**config.mk**
```make
export PLATFORM = sky130hd
export DESIGN_NAME = counter_updown_mod
export DESIGN_NICKNAME = d
export VERILOG_FILES = /design/src/rtl/counter_pkg.sv /design/src/rtl/counter_updown_mod.sv
export SDC_FILE = /design/constraint.sdc
export NUM_CORES = 1
export LEC_CHECK = 0
export BUFFER_PORTS_ARGS = -buffer_cell sky130_fd_sc_hd__buf_4
export CAP_MARGIN = 10
export CORE_AREA = 2 2 54 56
export DETAILED_ROUTE_END_ITERATION = 6
export DIE_AREA = 0 0 56 58
export HOLD_SLACK_MARGIN = 0.12
export PLACE_DENSITY_LB_ADDON = 0.15
export RECOVER_POWER = 50
export SLEW_MARGIN = 10
export SYNTH_ARGS = -nofsm -noshare
export SYNTH_HDL_FRONTEND = slang
export SYNTH_SLANG_ARGS = --single-unit
```
**constraint.sdc**
```tcl
create_clock -name clk -period 2.7 [get_ports clk]
set_input_delay 0.54 -clock clk [delete_from_list [all_inputs] [get_ports clk]]
set_output_delay 0.54 -clock clk [all_outputs]
set_load 0.03 [all_outputs]
```
**src/rtl/counter_pkg.sv**
```systemverilog
// Helpers for counter_updown_mod: terminal value, load clamp and maximum count.
package counter_pkg;

  function automatic int unsigned max_val(input int unsigned mod);
    return mod - 1;
  endfunction

  // Terminal count is the last value before a wrap in the current direction.
  function automatic int unsigned term_value(input int unsigned mod, input logic up);
    return up ? max_val(mod) : 0;
  endfunction

  function automatic int unsigned clamp_load(input int unsigned val, input int unsigned mod);
    return (val < mod) ? val : max_val(mod);
  endfunction

endpackage

```
**src/rtl/counter_updown_mod.sv**
```systemverilog
// Up/down modulo counter with synchronous load, terminal count and wrap pulse.
// Define COUNTER_SAT_EN to add the sat port (saturate at terminal instead of wrapping).
module counter_updown_mod
  import counter_pkg::*;
#(
  parameter int unsigned WIDTH = 8,
  parameter int unsigned MOD   = 256
) (
  input  logic             clk,
  input  logic             rst,
  input  logic             en,
  input  logic             up,
  input  logic             load,
  input  logic [WIDTH-1:0] data_load,
`ifdef COUNTER_SAT_EN
  input  logic             sat,
`endif
  output logic [WIDTH-1:0] cnt,
  output logic             tc,
  output logic             wrap
);

  if (WIDTH < 2 || MOD < 2 || 64'(MOD) > (64'(1) << WIDTH)) begin : g_bad_param
    $error("counter_updown_mod: need WIDTH >= 2 and 2 <= MOD <= 2**WIDTH");
  end

  localparam int unsigned      MAX_VAL = max_val(MOD);
  localparam logic [WIDTH:0]   ONE_EXT = (WIDTH+1)'(1);

  logic [WIDTH-1:0] cnt_q, cnt_d;
  logic             wrap_q, wrap_d;
  logic [WIDTH-1:0] term;
  logic             at_term;
  logic             sat_hold;

  assign term    = WIDTH'(term_value(MOD, up));
  assign at_term = (cnt_q == term);

`ifdef COUNTER_SAT_EN
  assign sat_hold = sat & at_term;
`else
  assign sat_hold = 1'b0;
`endif

  always_comb begin
    cnt_d  = cnt_q;
    wrap_d = 1'b0;
    if (load) begin
      cnt_d = WIDTH'(clamp_load(32'(data_load), MOD));
    end else if (en && !sat_hold) begin
      // Explicit terminal compare also covers MOD = 2**WIDTH, where it matches natural overflow.
      if (at_term) begin
        cnt_d  = up ? '0 : WIDTH'(MAX_VAL);
        wrap_d = 1'b1;
      end else if (up) begin
        cnt_d = WIDTH'({1'b0, cnt_q} + ONE_EXT);
      end else begin
        cnt_d = WIDTH'({1'b0, cnt_q} - ONE_EXT);
      end
    end
  end

  always_ff @(posedge clk) begin
    if (!rst) begin
      cnt_q  <= '0;
      wrap_q <= 1'b0;
    end else begin
      cnt_q  <= cnt_d;
      wrap_q <= wrap_d;
    end
  end

  assign cnt  = cnt_q;
  assign wrap = wrap_q;
  assign tc   = en & at_term;

endmodule
```
# Yosys cells after proc, flatten, opt, wreduce, memory -nomap -nowiden
# Index checks and enable logic that the tools add are counted.
[totals]
wordCells = 17
in_bits = 13
ff_bits = 9
out_inout_bits = 10
[op_classes]
n_eq_ne = 1
mux = 7
n_addsub = 2
n_reduce_logical = 2
n_bitwise = 3
[ops]
columns = ["cell", "n"]
rows = [
  ["8-bit two-way mux", 6],
  ["8-bit by 1-bit adder with 8-bit output, second input constant", 1],
  ["8-bit == test", 1],
  ["8-bit by 1-bit subtractor with 8-bit output, second input constant", 1],
  ["3-bit OR reduction", 1],
  ["1-bit NOT", 2],
  ["2-bit nonzero test", 1],
  ["1-bit bitwise AND", 1],
  ["1-bit two-way mux", 1],
]

# Longest topological paths before layout
[depth]
word_depth = 5
ltp_mapped = 7
depth_no_buf = 7

# Worst setup path after synthesis
# No wires, ideal clock.
[synth_path]
path_kind = "input-to-output"
start = "input up"
end = "output tc"
t_arrival_ps = 1979
stages = 5
t_required_ps = 2160
path_buffers = 0
path_slack_ps = 181
cell_sequence = "inv_1 -> ha_1 -> nand4_1 -> a211o_4 -> nor2_1"
[synth_via]
elab_chain_cells = 3
[synth_lines]
columns = ["element", "line_no", "rtl"]
rows = [
  ["start, declared", "counter_updown_mod.sv:12", "input logic up,"],
  ["8-bit two-way mux", "counter_pkg.sv:10", "return up ? max_val(mod) : 0;"],
  ["8-bit == test", "counter_updown_mod.sv:37", "assign at_term = (cnt_q == term);"],
  ["1-bit bitwise AND", "counter_updown_mod.sv:75", "assign tc = en & at_term;"],
  ["end, declared", "counter_updown_mod.sv:19", "output logic tc,"],
]
# No other way between the ends.

# Final worst setup path
# Ends and elaborated chain as after synthesis.

==> impl_metrics.ini <==
[run_status]
status = finished, final reports clean

[setup_path]
worstSetupStartpointType = input port
cp.required_ns = 2.16
worstPathArrival_ns = 2.02
critPathMaxFanout = 8
path_class = in2out
r2r_cells = 7
end_kind = output pin

[logic_synthesis]
synthTopCellsByArea = dfxtp_1, ha_1, a21oi_1, o21ai_0, a211oi_1
synth_top_area_cell = dfxtp_1
netlist_area_um2 = 754
synth-edff-count = 0
async_flop_share = 0
synthDistinctLibCells = 34
syn_area_per_cell_um2 = 8.20
synth_cells = 92
syn_nets = 112
yosysSeqAreaShare = 0.239
ys_warn_count = 0
synth_seq_cells = 9
yosys_most_used_dff = dfxtp_1
synth_top_cell_area_share = 0.239

[detailed_routing]
drtIter0Drc = 13
route.detailed.drc = 0
ant_nets = 0
wl_per_cell_um = 14.0
drt_wl_total_mm = 2.11
vias = 787
vias_per_cell = 5.21
dr.pass1.iters = 4

[floorplan]
die-height_um = 58
io_pins = 23
die_area_um2 = 3250
die_x_um = 56
start_util = 0.283
std_cell_rows = 19
coreArea_um2 = 2660

[cts]
clock_latency_ns = 0.27
cts.clk_slew.worst_paths_ns = 0.06
cts_root_buf = clkbuf_4
clock-sinks = 9
cts_tree = built
ctsHoldBuffers = 0
clk_path_buf_depth = 2
htreeDepth = 1
cts_made_buffers = 3

[worst_hold_path]
min_path_cells = 2
hold_path.class = in2reg

[place]
port_buffers = 22
dp_cells = 145
pre_cts_slack_ns = 0.0986
dp_hpwl_mm = 1.66
place_congestion = 0.808
place_area_um2 = 958

[power_and_ir_drop]
power_mw = 0.468
peakVddDrop_uv = 318
p_per_area_nw_per_um2 = 483
leakage_nw = 0.420

[sta]
skew_ns = 0.00696
finalSetupViolations = 0
slew_violations = 0
hold_ws_ns = 0.506
fin_crit_ns = 2.56
rsz0062_at_grt = no
fin_setup_tns_ns = 0
slew_headroom = 0.654
fin_crit_sh = 0.950
worst_pin_slew_ns = 0.516
hold_violations = 0
max_freq_mhz = 390
finalWorstSetupSlack_ns = 0.136

[cells_and_area]
fillers = 308
antenna_cells = 0
finalNetCount = 141
final_util = 0.364
syn_to_final_growth_pct = 28.5
layout.cells.non_filler = 151
final_common_cell = buf_4
final_cell_mix = buf_4, a21oi_1, clkbuf_1, dfxtp_1, o21ai_0
drive_gt1_frac = 0.233
fin_area_um2 = 970

[global_routing]
grt_pass1_wl_mm = 3.39
grt_max_degree = 11
grt_usage = 0.139
antenna_found_initial = 0
grt_pass1_vias = 750
grt_overflow = 0

[flow_run]
max_cap_viol_count = 0
-- synthesized netlist by cell type, types with 2 or more instances --
cell type,number
inv_1,2
nand2_1,4
a211oi_1,5
nor2_1,7
o211ai_1,4
a21o_1,2
nand3_1,3
o21ai_0,8
xnor2_1,4
nor3_1,4
dfxtp_1,9
a31oi_1,2
ha_1,6
a21oi_1,9
or3_1,4
-- critical path: stages --
cell and delay, ns:
buf_4 0.12, inv_1 0.11, ha_1 0.40, nand4_1 0.18
a211o_4 0.39, nor2_1 0.11, buf_4 0.17
-- registers in the layout, indices dropped and copies added, names as in the netlist --
register  cells
wrap          1
cnt           8
-- logic make-up (layout without fill, tap and decap cells) --
family	count (synthesis)	count (layout)	share of synthesized area
DFF	9	9	0.239
AOI/OAI and AO/OA	38	38	0.347
and+or+nand+nor	27	27	0.182
adders and majority gates	7	7	0.126
xor gates and xnor gates	5	5	0.0580
buffers and inverters	6	34	0.0481
-- per-layer routing --
layer  vias to the layer above  global-route usage  share of wire
li1                        407                   -              -
met1                       358               0.162           0.46
met2                        18               0.230           0.47
met3                         4              0.0580          0.053
met4                         0              0.0510          0.011
met5                         -                   0              0
-- path summary, 6_finish.rpt --
check                                   from     end  slack, ns
worst max-delay path                      up      tc       0.14
worst min-delay path            data_load[0]  cnt[0]       0.51
worst max register to register        cnt[4]  cnt[7]       0.55
worst min register to register        cnt[2]  cnt[2]       0.57
-- layout make-up --
| type | count | area [µm²] | share of cell area |
|---|---|---|---|
| clock buffer | 4 | 26.3 | 0.0271 |
| inverter | 3 | 13.8 | 0.0142 |
| multi-input combinational | 77 | 538 | 0.555 |
| sequential | 9 | 180 | 0.186 |
| tap | 31 | 38.8 | 0.0400 |
| timing repair buffer | 27 | 173 | 0.178 |
-- power by group --
group	internal [mW]	leakage (nW)	switching, mW
logic	0.0870	0.330	0.112
clock network	0.0571	0.0150	0.0494
registers	0.146	0.0748	0.0165
total	0.290	0.420	0.178
-- timing repair --
item | CTS | global route
endpoints found under the hold margin | 0 | 0
endpoints found under the setup margin | 0 | 1
resized for setup | 0 | 0
setup buffers | 0 | 2
(Power assumes the default switching activity.)
